===== src/rtl/ps2_pkg.sv =====
// Shared definitions for the PS/2 host transmitter.
//   ps2_tx_state_e : transmitter FSM states
//   FRAME_BITS     : bits shifted out after the start bit (8 data + parity + stop)
//   ACK_FALL       : device clock fall on which the ACK bit is sampled
//   odd_parity()   : parity bit that makes the 9-bit {parity, data} word odd
package ps2_pkg;

  typedef enum logic [2:0] {
    IDLE,
    INHIBIT,
    RELEASE,
    SHIFT,
    ACK,
    WAIT_IDLE
  } ps2_tx_state_e;

  localparam int unsigned FRAME_BITS = 10;
  localparam int unsigned ACK_FALL   = 11;

  function automatic logic odd_parity(input logic [7:0] d);
    return ~^d;
  endfunction

endpackage


===== src/rtl/ps2_edge_sync.sv =====
// Three-flop synchronizer for one raw PS/2 line, plus a falling-edge pulse.
//   clk      : system clock
//   rst      : synchronous reset, active-high (flops preset to the idle-high bus level)
//   async_in : raw pin value
//   sync_out : synchronized level (oldest stage)
//   fall     : one-cycle pulse when the synchronized level goes 1 -> 0
module ps2_edge_sync (
  input  logic clk,
  input  logic rst,
  input  logic async_in,
  output logic sync_out,
  output logic fall
);

  logic [2:0] sync_q;
  logic [2:0] sync_d;

  always_comb begin
    sync_d = {sync_q[1:0], async_in};
  end

  always_ff @(posedge clk) begin
    if (rst) begin
      sync_q <= '1;
    end else begin
      sync_q <= sync_d;
    end
  end

  assign sync_out = sync_q[2];
  assign fall     = sync_q[2] & ~sync_q[1];

endmodule


===== src/rtl/ps2_host_tx.sv =====
// PS/2 host-to-device transmitter: inhibits the clock, issues the start bit,
// shifts out 8 data bits LSB-first, odd parity and stop on device clock falls,
// then samples the device ACK and waits for the bus to go idle.
//   clk, rst               : system clock, synchronous active-high reset
//   tx_data/tx_valid       : command byte and request (accepted when tx_ready)
//   tx_ready/tx_busy       : IDLE / not IDLE
//   tx_done/tx_err         : one-cycle completion pulse, error on missing ACK or timeout
//   ps2_clk_in/ps2_data_in : raw open-drain pin values
//   ps2_clk_oe/ps2_data_oe : 1 pulls the line low
// Optional: define PS2_TX_TIMEOUT_EN to add a per-transfer watchdog of
// TIMEOUT_CYCLES clk cycles.
module ps2_host_tx
  import ps2_pkg::*;
#(
  parameter int unsigned INHIBIT_CYCLES = 5000,
  parameter int unsigned TIMEOUT_CYCLES = 1000000
) (
  input  logic       clk,
  input  logic       rst,
  input  logic [7:0] tx_data,
  input  logic       tx_valid,
  output logic       tx_ready,
  output logic       tx_busy,
  output logic       tx_done,
  output logic       tx_err,
  input  logic       ps2_clk_in,
  input  logic       ps2_data_in,
  output logic       ps2_clk_oe,
  output logic       ps2_data_oe
);

  localparam int unsigned INH_W = (INHIBIT_CYCLES > 1) ? $clog2(INHIBIT_CYCLES) : 1;
  localparam int unsigned BC_W  = $clog2(ACK_FALL);

  logic clk_sync, clk_fall, data_sync;
  // Edges on the data line carry no meaning for the transmitter.
  logic data_fall_unused;

  ps2_edge_sync u_clk_sync (
    .clk      (clk),
    .rst      (rst),
    .async_in (ps2_clk_in),
    .sync_out (clk_sync),
    .fall     (clk_fall)
  );

  ps2_edge_sync u_data_sync (
    .clk      (clk),
    .rst      (rst),
    .async_in (ps2_data_in),
    .sync_out (data_sync),
    .fall     (data_fall_unused)
  );

  ps2_tx_state_e          state_q, state_d;
  logic                   clk_oe_q, clk_oe_d;
  logic                   data_oe_q, data_oe_d;
  logic                   done_q, done_d;
  logic                   err_q, err_d;
  logic                   ack_err_q, ack_err_d;
  logic [BC_W-1:0]        bitcnt_q, bitcnt_d;
  logic [FRAME_BITS-1:0]  shreg_q, shreg_d;
  logic [INH_W-1:0]       inh_cnt_q, inh_cnt_d;

`ifdef PS2_TX_TIMEOUT_EN
  localparam int unsigned WD_W = (TIMEOUT_CYCLES > 1) ? $clog2(TIMEOUT_CYCLES) : 1;
  logic [WD_W-1:0] wd_cnt_q, wd_cnt_d;
`else
  localparam int unsigned TIMEOUT_CYCLES_UNUSED = TIMEOUT_CYCLES;
`endif

  logic inh_last;
  logic inh_penult;

  assign inh_last   = (inh_cnt_q == INH_W'(INHIBIT_CYCLES - 1));
  // oe outputs are registered, so the start bit is requested one cycle
  // early to be on the line during the final inhibit cycle.
  assign inh_penult = ((32'(inh_cnt_q) + 32'd2) >= INHIBIT_CYCLES);

  always_comb begin
    state_d   = state_q;
    clk_oe_d  = clk_oe_q;
    data_oe_d = data_oe_q;
    done_d    = 1'b0;
    err_d     = 1'b0;
    ack_err_d = ack_err_q;
    bitcnt_d  = bitcnt_q;
    shreg_d   = shreg_q;
    inh_cnt_d = inh_cnt_q;
`ifdef PS2_TX_TIMEOUT_EN
    wd_cnt_d  = wd_cnt_q;
`endif

    case (state_q)
      IDLE: begin
        clk_oe_d  = 1'b0;
        data_oe_d = 1'b0;
        if (tx_valid) begin
          shreg_d   = {1'b1, odd_parity(tx_data), tx_data};
          bitcnt_d  = '0;
          inh_cnt_d = '0;
          ack_err_d = 1'b0;
          clk_oe_d  = 1'b1;
          data_oe_d = (INHIBIT_CYCLES <= 1);
          state_d   = INHIBIT;
`ifdef PS2_TX_TIMEOUT_EN
          wd_cnt_d  = '0;
`endif
        end
      end
      INHIBIT: begin
        if (inh_last) begin
          clk_oe_d  = 1'b0;
          data_oe_d = 1'b1;
          state_d   = RELEASE;
        end else begin
          inh_cnt_d = inh_cnt_q + INH_W'(1);
          data_oe_d = inh_penult;
        end
      end
      RELEASE: begin
        state_d = SHIFT;
      end
      SHIFT: begin
        if (clk_fall) begin
          data_oe_d = ~shreg_q[0];
          shreg_d   = {1'b0, shreg_q[FRAME_BITS-1:1]};
          bitcnt_d  = bitcnt_q + BC_W'(1);
          if (bitcnt_q == BC_W'(FRAME_BITS - 1)) begin
            state_d = ACK;
          end
        end
      end
      ACK: begin
        if (clk_fall) begin
          ack_err_d = data_sync;
          bitcnt_d  = bitcnt_q + BC_W'(1);
          state_d   = WAIT_IDLE;
        end
      end
      WAIT_IDLE: begin
        if (clk_sync && data_sync) begin
          done_d  = 1'b1;
          err_d   = ack_err_q;
          state_d = IDLE;
        end
      end
      default: begin
        state_d = IDLE;
      end
    endcase

`ifdef PS2_TX_TIMEOUT_EN
    // Watchdog overrides whatever the FSM decided this cycle.
    if (state_q != IDLE) begin
      if (wd_cnt_q == WD_W'(TIMEOUT_CYCLES - 1)) begin
        clk_oe_d  = 1'b0;
        data_oe_d = 1'b0;
        done_d    = 1'b1;
        err_d     = 1'b1;
        state_d   = IDLE;
      end else begin
        wd_cnt_d = wd_cnt_q + WD_W'(1);
      end
    end
`endif
  end

  always_ff @(posedge clk) begin
    if (rst) begin
      state_q   <= IDLE;
      clk_oe_q  <= 1'b0;
      data_oe_q <= 1'b0;
      done_q    <= 1'b0;
      err_q     <= 1'b0;
      ack_err_q <= 1'b0;
      bitcnt_q  <= '0;
      shreg_q   <= '0;
      inh_cnt_q <= '0;
`ifdef PS2_TX_TIMEOUT_EN
      wd_cnt_q  <= '0;
`endif
    end else begin
      state_q   <= state_d;
      clk_oe_q  <= clk_oe_d;
      data_oe_q <= data_oe_d;
      done_q    <= done_d;
      err_q     <= err_d;
      ack_err_q <= ack_err_d;
      bitcnt_q  <= bitcnt_d;
      shreg_q   <= shreg_d;
      inh_cnt_q <= inh_cnt_d;
`ifdef PS2_TX_TIMEOUT_EN
      wd_cnt_q  <= wd_cnt_d;
`endif
    end
  end

  assign tx_ready    = (state_q == IDLE);
  assign tx_busy     = (state_q != IDLE);
  assign tx_done     = done_q;
  assign tx_err      = err_q;
  assign ps2_clk_oe  = clk_oe_q;
  assign ps2_data_oe = data_oe_q;

endmodule


===== config.mk =====
export PLATFORM = sky130hd
export DESIGN_NAME = ps2_host_tx
export DESIGN_NICKNAME = d
export VERILOG_FILES = /design/src/rtl/ps2_pkg.sv /design/src/rtl/ps2_edge_sync.sv /design/src/rtl/ps2_host_tx.sv
export SDC_FILE = /design/constraint.sdc
export NUM_CORES = 1
export LEC_CHECK = 0
export BUFFER_PORTS_ARGS = -buffer_cell sky130_fd_sc_hd__clkbuf_2
export CAP_MARGIN = 30
export CORE_ASPECT_RATIO = 0.75
export CORE_MARGIN = 4
export CORE_UTILIZATION = 60
export DETAILED_ROUTE_END_ITERATION = 10
export GPL_TIMING_DRIVEN = 0
export PLACE_DENSITY = 0.79
export SLEW_MARGIN = 20
export SYNTH_ARGS = -nofsm -noshare
export SYNTH_HDL_FRONTEND = slang
export SYNTH_HIERARCHICAL = 1
export SYNTH_SLANG_ARGS = --single-unit

===== constraint.sdc =====
create_clock -name clk -period 3.7 [get_ports clk]
set_clock_uncertainty 0.05 [all_clocks]
set_input_delay 0.925 -clock clk [delete_from_list [all_inputs] [get_ports clk]]
set_output_delay 0.925 -clock clk [all_outputs]
set_load 0.02 [all_outputs]

; Word level (Yosys, flattened, before mapping)
; Index checks and enable logic that the tools add are counted.
[word_totals]
register_bits = 41
in_bits = 13
[classes]
add_sub_neg = 3
magnitude_cmp = 1
eq_ne = 15
muxes = 26
n_bitwise = 5
n_reduce_logical = 19
[op_table]
columns = operator, count
row1 = $mux W13, 2
row2 = $pmux W13 S2, 1
row3 = $mux W10, 2
row4 = $pmux W10 S2, 1
row5 = $mux W3, 6
row6 = $pmux W3 S6, 1
row7 = $add A13 B2 Y14 const B, 1
row8 = $ge A14 B13 Y1 const B, 1
row9 = $ne A2 B2 Y1 const B, 7
row10 = $add A13 B1 Y13 const B, 1
row11 = $eq A13 B13 Y1 const B, 1
row12 = $reduce_and A3 Y1, 4
row13 = $mux W4, 2
row14 = $pmux W4 S2, 1
row15 = $reduce_bool A2 Y1, 4
row16 = $reduce_xnor A8 Y1, 1
row17 = $mux W1, 7
row18 = $eq A3 B2 Y1 const B, 2
row19 = $eq A3 B3 Y1 const B, 2
row20 = $reduce_and A6 Y1, 1
row21 = $reduce_bool A3 Y1, 2
row22 = $add A4 B1 Y4 const B, 1
row23 = $eq A4 B4 Y1 const B, 1
row24 = $not A1 Y1, 4
row25 = other kinds (10), 13

; Longest topological paths before layout
; Gate-level depths: netlist (run 1).
[depth]
depth_word = 4
ltp_mapped = 7
mapped_depth_nobuf = 7

; By module
; Netlist (run 1), hierarchy kept.
[modules_own_cells]
columns = module, instances, cells_per_inst, area_each_um2
row1 = ps2_host_tx, 1, 232, 2004.4
row2 = ps2_edge_sync, 2, 7, 85.1

; Worst setup path before layout (run 1)
; Ideal clock, no wire load.
[synth_path]
path_type = input to register
from = in tx_valid
to = reg bitcnt_q[2]
setup_time_ps = 122
t_arrival_ps = 1847
path_slack_ps = 1680
cell_stages = 6
path_cell_list = or3b_1 > a21oi_2 > buf_4 > o21ai_2 > xor2_1 > nor2_1
[synth_via]
elab_chain_cells = 2
[synth_rtl]
columns = item, line
row1 = from (decl), ps2_host_tx.sv:21  ; input logic tx_valid,
row2 = $ne A2 B2 Y1 (no source line), n/a
row3 = $reduce_and A3 Y1 (no source line), n/a
row4 = to (signal assigned), ps2_host_tx.sv:190  ; bitcnt_q <= bitcnt_d;
row5 = to (decl), ps2_host_tx.sv:61  ; logic [BC_W-1:0] bitcnt_q, bitcnt_d;
; Every way passes these cells.
; A chain may end at the register's enable or synchronous reset.

; Worst setup path in the final report (run 1)
[layout_path]
from = reg state_q[1]
to = out tx_ready
[layout_via]
elab_chain_cells = 1
[layout_rtl]
columns = item, line
row1 = from (decl), ps2_host_tx.sv:55  ; ps2_tx_state_e state_q, state_d;
row2 = from (signal assigned), ps2_host_tx.sv:184  ; state_q <= state_d;
row3 = $logic_not A3 Y1, ps2_host_tx.sv:199  ; assign tx_ready = (state_q == IDLE);
row4 = to (decl), ps2_host_tx.sv:22  ; output logic tx_ready,
; Every way passes these cells.

==> impl_metrics.py, run 1 <==
metrics = {
    "finish": {
        "multi_input_area_sq_mm": 0.00121,
        "area_delta_synth_final_pct": 10.8,
        "final_layout_size_suffix_gt1_share_pct": 18.8,
        "final_cell_area_sq_mm": 0.00240,
        "diodes": 0,
        "fin_nets": 288,
        "seq_area_sq_um": 821,
        "fill_cells": 286,
        "final_core_util_pct": 71.1,
    },
    "worst_setup_path": {
        "worst_setup_path_end_kind": "primary output",
        "r2r_cells": 7,
        "crit_arrival_ns": 1.33,
        "cp_top_family": "simple AND/OR/NAND/NOR gates",
        "cp_num_buf_inv": 3,
        "r2r_end": "inh_cnt_q[9]",
        "reg2reg_from": "inh_cnt_q[0]",
        "worstSetupPathType": "reg -> out",
        "crit_slowest_cell": "dfxtp_1",
        "required_ns": 2.72,
        "slowest_delay_ns": 0.31,
        "r2r_slack_ns": 1.52,
        "startpoint_type": "flip-flop",
        "crit_fanout": 10,
        "critical_path.cell_chain": "buf_6 > nor2_2 > nand2_1 > inv_1 > clkbuf_2",
    },
    "cts": {
        "clockBufferDepth": 2,
        "cts_tree": "done",
        "cts.clk_slew.worst_paths_ns": 0.09,
        "hold_buffers": 0,
        "clk_latency_ns": 0.30,
        "h-tree-depth": 2,
        "root_buffer": "clkbuf_8",
        "post_cts_buffers": 0,
        "cts.sinks": 41,
        "numCtsBuffers": 5,
        "post_cts_resize_count": 0,
    },
    "yosys": {
        "syn_avg_cell_area_sq_um": 8.85,
        "netlist_instances": 245,
        "synth_area_sq_mm": 0.00217,
        "synthesis.nets": 263,
        "yosysWarnings": 6,
    },
    "power": {
        "p_leak_uw": 0.000956,
        "pwr_density_cell_mw_per_mm2": 360,
        "vdd_drop_max_uv": 345,
    },
    "worst_hold_path": {
        "min_from": "u_data_sync/sync_q[0]",
        "hold_class": "reg -> reg",
        "whs_path_depth": 1,
        "whs_endpoint": "u_data_sync/sync_q[1]",
    },
    "grt": {
        "grt_remaining_overflow": 0,
        "antenna_found_initial": 0,
        "grt_max_degree": 16,
        "first_global_vias": 1546,
        "grt_pass1_wl_um": 7390,
        "grt_usage_pct": 20.4,
    },
    "floorplanning": {
        "dieArea_sq_mm": 0.00465,
        "die_x_um": 77.4,
        "core_area_sq_mm": 0.00338,
        "start_util_pct": 64.2,
        "fp-row-count": 18,
        "fp.dieH_um": 60.1,
        "io_pins": 19,
    },
    "drt": {
        "remaining_drc_errors": 0,
        "vias": 1733,
        "drtIter0Drc": 143,
        "first_pass_iters": 4,
        "totalWireLength_um": 4350,
        "via_per_inst": 5.57,
        "avgRoutedWirePerCell_um": 14.0,
        "drtAntennaViolNets": 0,
    },
    "timing": {
        "max_freq_mhz": 434,
        "setup_violations": 0,
        "final_max_slew_viol_count": 0,
        "min_period_ns": 2.30,
        "worst_pin_slew_ns": 0.533,
        "max_slew_margin_pct": 64.5,
        "rsz0062_at_grt": "false",
        "period_share_pct": 62.3,
        "setup_tns_ns": 0,
        "hold_viol": 0,
    },
    "placement": {
        "post_dp_cell_area_sq_mm": 0.00231,
        "gp_congestion": 0.882,
        "post-dp-hpwl_um": 3230,
        "port_buffers": 18,
    },
    "outcome": {
        "status": "finished clean",
    },
    "job": {
        "max_cap_viol_count": 0,
    },
}
per-layer routing:
layer  vias up  wire, um  track usage [%]
li1        895         -                -
met1       783      2190             30.2
met2        51      1830             28.9
met3         4       285             6.48
met4         0        37             4.57
met5         -         0                0
cell type report:
class | instances | share of cell area, %
Buffer | 15 | 4.22
Clock buffer | 5 | 2.86
Clock inverter | 3 | 1.04
Inverter | 9 | 1.41
Multi-Input combinational cell | 180 | 50.5
Sequential cell | 41 | 34.2
Tap cell | 40 | 2.08
Timing Repair Buffer | 18 | 3.75
placed cells by master (no fill, tap or decap), types with 5 or more instances in the layout:
cell / instances
inv_1: 9
a211oi_1: 12
or2_1: 7
o21ai_0: 6
nand2_1: 15
nor2_1: 33
ha_1: 5
xnor2_1: 18
dfxtp_1: 41
nand3_1: 11
a21oi_1: 6
mux2i_1: 9
clkbuf_8: 5
nor3_1: 6
clkbuf_2: 20
sequential cells by signal, summed over array words and instances (netlist names):
signal	flops
ps2_clk_oe	1
shreg_q	10
u_data_sync/sync_q	3
tx_err	1
tx_done	1
ps2_data_oe	1
state_q	3
inh_cnt_q	13
ack_err_q	1
bitcnt_q	4
u_clk_sync/sync_q	3
where the power goes:
group | switching [uW] | internal [uW]
registers | 10.7 | 457
clock network | 166 | 136
logic | 54.4 | 39.8
total | 231 | 633
worst max path at each step:
stage / from / endpoint / cells past startpoint
floorplan: tx_valid / bitcnt_q[2] / 6
global placement: tx_valid / bitcnt_q[2] / 7
detailed placement: tx_valid / bitcnt_q[2] / 7
CTS: state_q[1] / tx_ready / 5
global route: state_q[1] / tx_ready / 5
finish: state_q[1] / tx_ready / 5
stage by stage:
step	worst slack [ns]	hold slack [ns]	cells	total power, uW
3_5_place_dp	1.38	0.340	303	572
5_1_grt	1.31	0.379	311	912
4_1_cts	1.40	0.362	311	873
2_1_floorplan	1.68	0.333	245	543
3_3_place_gp	1.37	0.335	303	570
6_report	1.40	0.360	311	864
Note: power is estimated with default switching activity, not from simulation.
==> inputs of run 2 (changes only) <==
Settings changed: CORE_UTILIZATION 60 to 53, PLACE_DENSITY 0.79 to 0.74.
Clock period 3.7 ns to 1.9 ns, I/O delays scaled along.
==> impl_metrics.py, run 2 (same netlist as run 1, synthesis figures left out) <==
metrics = {
    "worst_setup_path": {
        "crit_slowest_cell": "dfxtp_4",
        "critical_path.cell_chain": "ha_4 > nand3_2 > and4bb_4 > buf_8 > a21oi_2 > nand4_1 > mux2_1",
        "worst_setup_path_end_kind": "flip-flop",
        "worstSetupPathType": "reg -> reg",
        "crit_arrival_ns": 1.98,
        "crit_fanout": 10,
        "cp_top_family": "simple AND/OR/NAND/NOR gates",
        "startpoint_type": "flip-flop",
        "required_ns": 2.04,
        "slowest_delay_ns": 0.38,
        "cp_num_buf_inv": 1,
    },
    "grt": {
        "global_route.usage.met3_pct": 4.99,
        "top_usage_layer": "met1",
        "grt_remaining_overflow": 0,
        "antenna_found_initial": 0,
        "grt_max_degree": 14,
        "use_met1_pct": 29.6,
        "grt_usage_pct": 19.0,
        "gr-usage-met2_pct": 24.6,
        "first_global_vias": 1577,
        "grt_pass1_wl_um": 7640,
    },
    "floorplanning": {
        "fp.dieH_um": 63.4,
        "core_area_sq_mm": 0.00380,
        "dieArea_sq_mm": 0.00519,
        "fp-row-count": 19,
        "die_x_um": 81.9,
        "io_pins": 19,
        "start_util_pct": 57.0,
    },
    "finish": {
        "fin_nets": 291,
        "diodes": 0,
        "reg_top3": "inh_cnt_q x13, shreg_q x10, bitcnt_q x4",
        "final_cell_area_sq_mm": 0.00250,
        "fill_cells": 326,
        "largest_reg_flops": 13,
        "layout.cells.most_common_list": "dfxtp_1, nor2_1, clkbuf_2",
        "final_layout_size_suffix_gt1_share_pct": 23.4,
        "top_register": "inh_cnt_q",
        "layout_commonest_cell": "dfxtp_1",
        "area_delta_synth_final_pct": 15.2,
    },
    "timing": {
        "fin_ws_ns": 0.0603,
        "rsz0062_at_grt": "false",
        "hold_ws_ns": 0.302,
        "worst_pin_slew_ns": 0.528,
        "max_freq_mhz": 544,
        "period_share_pct": 96.8,
        "setup_violations": 0,
        "max_slew_margin_pct": 64.8,
        "hold_viol": 0,
        "final_max_slew_viol_count": 0,
        "min_period_ns": 1.84,
    },
    "drt": {
        "first_pass_iters": 4,
        "totalWireLength_um": 4660,
        "drtAntennaViolNets": 0,
        "via_per_inst": 5.50,
        "avgRoutedWirePerCell_um": 14.3,
        "remaining_drc_errors": 0,
        "drtIter0Drc": 163,
        "vias": 1792,
    },
    "cts": {
        "clockBufferDepth": 2,
        "root_buffer": "clkbuf_8",
        "cts.sinks": 41,
        "clk_latency_ns": 0.30,
        "hold_buffers": 0,
        "h-tree-depth": 2,
        "numCtsBuffers": 5,
        "cts_tree": "done",
        "cts.clk_slew.worst_paths_ns": 0.08,
    },
    "power": {
        "total_power_uw": 1710,
        "p_leak_uw": 0.000986,
        "pwr_density_cell_mw_per_mm2": 684,
        "vdd_drop_max_uv": 517,
    },
    "placement": {
        "post-dp-hpwl_um": 3170,
        "port_buffers": 18,
        "dpl_worst_slack_ns": -0.160,
        "gp_congestion": 0.875,
        "post_dp_cell_area_sq_mm": 0.00232,
    },
    "job": {
        "max_cap_viol_count": 0,
    },
    "outcome": {
        "status": "finished clean",
    },
    "worst_hold_path": {
        "hold_class": "in -> reg",
    },
}
run 2: changes by cell type in the layout (fill, tap and decap cells not counted), moves of 2 or more:
| cell | before | now |
|---|---|---|
| buf_4 | 2 | 6 |
| dfxtp_4 | 0 | 2 |
| ha_1 | 5 | 3 |
| dfxtp_1 | 41 | 38 |
run 2: final timing paths:
| path | start | to | slack, ns | cells past startpoint |
|---|---|---|---|---|
| min reg2reg | u_data_sync/sync_q[0] | u_data_sync/sync_q[1] | 0.36 | 1 |
| max | inh_cnt_q[0] | inh_cnt_q[9] | 0.06 | 7 |
| min | ps2_clk_in | u_clk_sync/sync_q[0] | 0.30 | 2 |
| max reg2reg | inh_cnt_q[0] | inh_cnt_q[9] | 0.06 | 7 |
run 2: power by group:
group	internal (uW)	switching (uW)	total, uW
Sequential	889	19.9	909
Combinational	81.9	110	192
Clock	295	313	607
run 2: stage by stage:
stage	utilization, %	instances	setup TNS [ns]
floorplan	-	245	0
global placement	61.1	315	-0.156
detailed placement	61.1	315	-0.160
CTS	64.1	324	0
global route	65.7	326	0
finish	65.7	326	0
run 2: cell type report:
type | instances | area [sq um] | area share (%)
plain buffers | 14 | 101 | 4.06
clock buffers | 6 | 82.6 | 3.31
clock inverters | 2 | 13.8 | 0.551
inverters | 9 | 33.8 | 1.35
multi-input cells | 180 | 1250 | 50.1
flip-flops and latches | 41 | 830 | 33.2
well taps | 52 | 65.1 | 2.61
repair buffers | 22 | 120 | 4.81
run 2: repair_timing:
item                                   CTS  global route
setup buffers                            1             3
endpoints found under the hold margin    0             0
setup endpoints to repair                1            26
pin swaps                                2             2
resized for setup                        5             9
run 2: worst register-to-register path: stages, from the launching register on:
cell and delay [ns]:
dfxtp_4 0.38, ha_4 0.16, nand3_2 0.09, and4bb_4 0.36, buf_8 0.14, a21oi_2 0.07
nand4_1 0.15, mux2_1 0.33
run 2: layer usage:
layer | wire (um) | part of all wire, %
met4 | 68 | 1.5
met2 | 1930 | 41
met3 | 333 | 7.1
met5 | 0 | 0
met1 | 2330 | 50
==> inputs of run 3 (changes only) <==
Settings changed: RECOVER_POWER from default to 25.
==> impl_metrics.py, run 3 (same netlist as run 1, synthesis figures left out) <==
metrics = {
    "outcome": {
        "status": "finished clean",
    },
    "worst_setup_path": {
        "worst_setup_path_end_kind": "flip-flop",
        "required_ns": 2.04,
        "slowest_delay_ns": 0.38,
        "startpoint_type": "flip-flop",
        "cp_top_family": "simple AND/OR/NAND/NOR gates",
        "critical_path.cell_chain": "ha_4 > nand3_2 > and4bb_4 > buf_8 > a21oi_2 > nand4_1 > mux2_1",
        "worstSetupPathType": "reg -> reg",
        "cp_num_buf_inv": 1,
        "crit_slowest_cell": "dfxtp_4",
        "crit_arrival_ns": 1.98,
        "crit_fanout": 10,
    },
    "finish": {
        "area_delta_synth_final_pct": 14.9,
        "fin_nets": 291,
        "layout.cells.most_common_list": "dfxtp_1, nor2_1, xnor2_1",
        "reg_top3": "inh_cnt_q x13, shreg_q x10, bitcnt_q x4",
        "layout_commonest_cell": "dfxtp_1",
        "final_layout_size_suffix_gt1_share_pct": 21.5,
        "seq_area_sq_um": 830,
        "diodes": 0,
        "fill_cells": 328,
        "largest_reg_flops": 13,
        "multi_input_area_sq_mm": 0.00125,
        "top_register": "inh_cnt_q",
    },
    "placement": {
        "port_buffers": 18,
        "gp_congestion": 0.875,
        "post-dp-hpwl_um": 3170,
        "dpl_worst_slack_ns": -0.160,
    },
    "timing": {
        "worst_pin_slew_ns": 0.529,
        "max_freq_mhz": 544,
        "fin_ws_ns": 0.0604,
        "setup_violations": 0,
        "final_max_slew_viol_count": 0,
        "rsz0062_at_grt": "false",
        "max_slew_margin_pct": 64.7,
        "hold_ws_ns": 0.304,
        "hold_viol": 0,
        "period_share_pct": 96.8,
        "min_period_ns": 1.84,
    },
    "power": {
        "pwr-share-clk_pct": 35.5,
        "p_switching_uw": 440,
        "internal_power_uw": 1260,
        "seqPwrFrac_pct": 53.3,
        "power.share.switching_pct": 25.8,
        "pwr_density_cell_mw_per_mm2": 684,
        "vdd_drop_max_uv": 511,
        "combinationalPowerShare_pct": 11.2,
        "p_leak_uw": 0.000969,
    },
    "drt": {
        "first_pass_iters": 6,
        "remaining_drc_errors": 0,
        "vias": 1801,
        "drtIter0Drc": 151,
        "drtAntennaViolNets": 0,
        "totalWireLength_um": 4660,
        "via_per_inst": 5.52,
        "avgRoutedWirePerCell_um": 14.3,
    },
    "cts": {
        "clk_latency_ns": 0.30,
        "numCtsBuffers": 5,
        "cts_tree": "done",
        "hold_buffers": 0,
        "clockBufferDepth": 2,
        "h-tree-depth": 2,
        "cts.sinks": 41,
        "cts.clk_slew.worst_paths_ns": 0.08,
        "root_buffer": "clkbuf_8",
    },
    "job": {
        "max_cap_viol_count": 0,
    },
    "grt": {
        "grt_pass1_wl_um": 7640,
        "antenna_found_initial": 0,
        "first_global_vias": 1577,
        "grt_usage_pct": 19.0,
        "grt_remaining_overflow": 0,
        "grt_max_degree": 14,
    },
    "floorplanning": {
        "io_pins": 19,
        "dieArea_sq_mm": 0.00519,
        "die_x_um": 81.9,
        "fp.dieH_um": 63.4,
        "fp-row-count": 19,
        "core_area_sq_mm": 0.00380,
        "start_util_pct": 57.0,
    },
    "worst_hold_path": {
        "hold_class": "in -> reg",
    },
}
==> run 3: changes by cell type in the layout (fill, tap and decap cells not counted) <==
| cell | previous run | this run |
|---|---|---|
| clkbuf_1 | 2 | 7 |
| clkbuf_2 | 20 | 15 |
==> run 3: layout make-up <==
| class | count | share of cell area (%) |
|---|---|---|
| clock buffer | 6 | 3.31 |
| timing repair buffer | 22 | 4.57 |
| clock inverter | 2 | 0.552 |
| sequential | 41 | 33.3 |
| buffer | 14 | 4.07 |
| inverter | 9 | 1.36 |
| tap | 52 | 2.61 |
| multi-input combinational | 180 | 50.2 |
==> run 3: path summary, 6_finish.rpt <==
check,slack (ns),from,cells after the start,endpoint
setup reg to reg,0.06,inh_cnt_q[0],7,inh_cnt_q[9]
hold / removal,0.30,ps2_clk_in,2,u_clk_sync/sync_q[0]
hold reg to reg,0.36,u_data_sync/sync_q[0],1,u_data_sync/sync_q[1]
setup / recovery,0.06,inh_cnt_q[0],7,inh_cnt_q[9]
==> run 3: repair_timing <==
action / in CTS / in global routing
endpoints found under the setup margin: 1 / 26
buffers inserted: 1 / 3
pin swaps: 2 / 2
resized for setup: 5 / 9
==> run 3: power by group through the flow <==
| stage | Combinational [uW] | Clock, uW | Sequential [uW] |
|---|---|---|---|
| global placement | 179 | 0 | 929 |
| floorplan | 131 | 0 | 926 |
| detailed placement | 182 | 0 | 930 |
| finish | 191 | 605 | 909 |
| global route | 212 | 667 | 913 |
| CTS | 184 | 618 | 909 |
==> run 3: metal layers <==
metal / track usage [%] / part of all wire [%] / vias to the layer above
met3: 4.99 / 6.9 / 8
met1: 29.6 / 51 / 825
met2: 24.6 / 41 / 63
met4: 6.64 / 1.5 / 0
met5: 0 / 0 / -
li1: - / - / 905
==> run 3: worst reg2reg max path, delay by kind of cell (launching register included) <==
family,cells,cell delay [ns]
compound gates,1,0.07
fa+ha+maj,1,0.16
buf+inv,1,0.14
flops,1,0.38
mux,1,0.33
simple gates,3,0.61
==> run 3: per-stage QoR <==
| stage | cells | util, % | power (uW) | instance area (sq um) | TNS [ns] |
|---|---|---|---|---|---|
| detailed placement | 315 | 61.1 | 1110 | 2320 | -0.160 |
| finish | 326 | 65.5 | 1700 | 2490 | 0 |
| global placement | 315 | 61.1 | 1110 | 2320 | -0.156 |
| global route | 326 | 65.5 | 1790 | 2490 | 0 |
| CTS | 324 | 64.1 | 1710 | 2440 | 0 |
| floorplan | 245 | - | 1060 | 2170 | 0 |
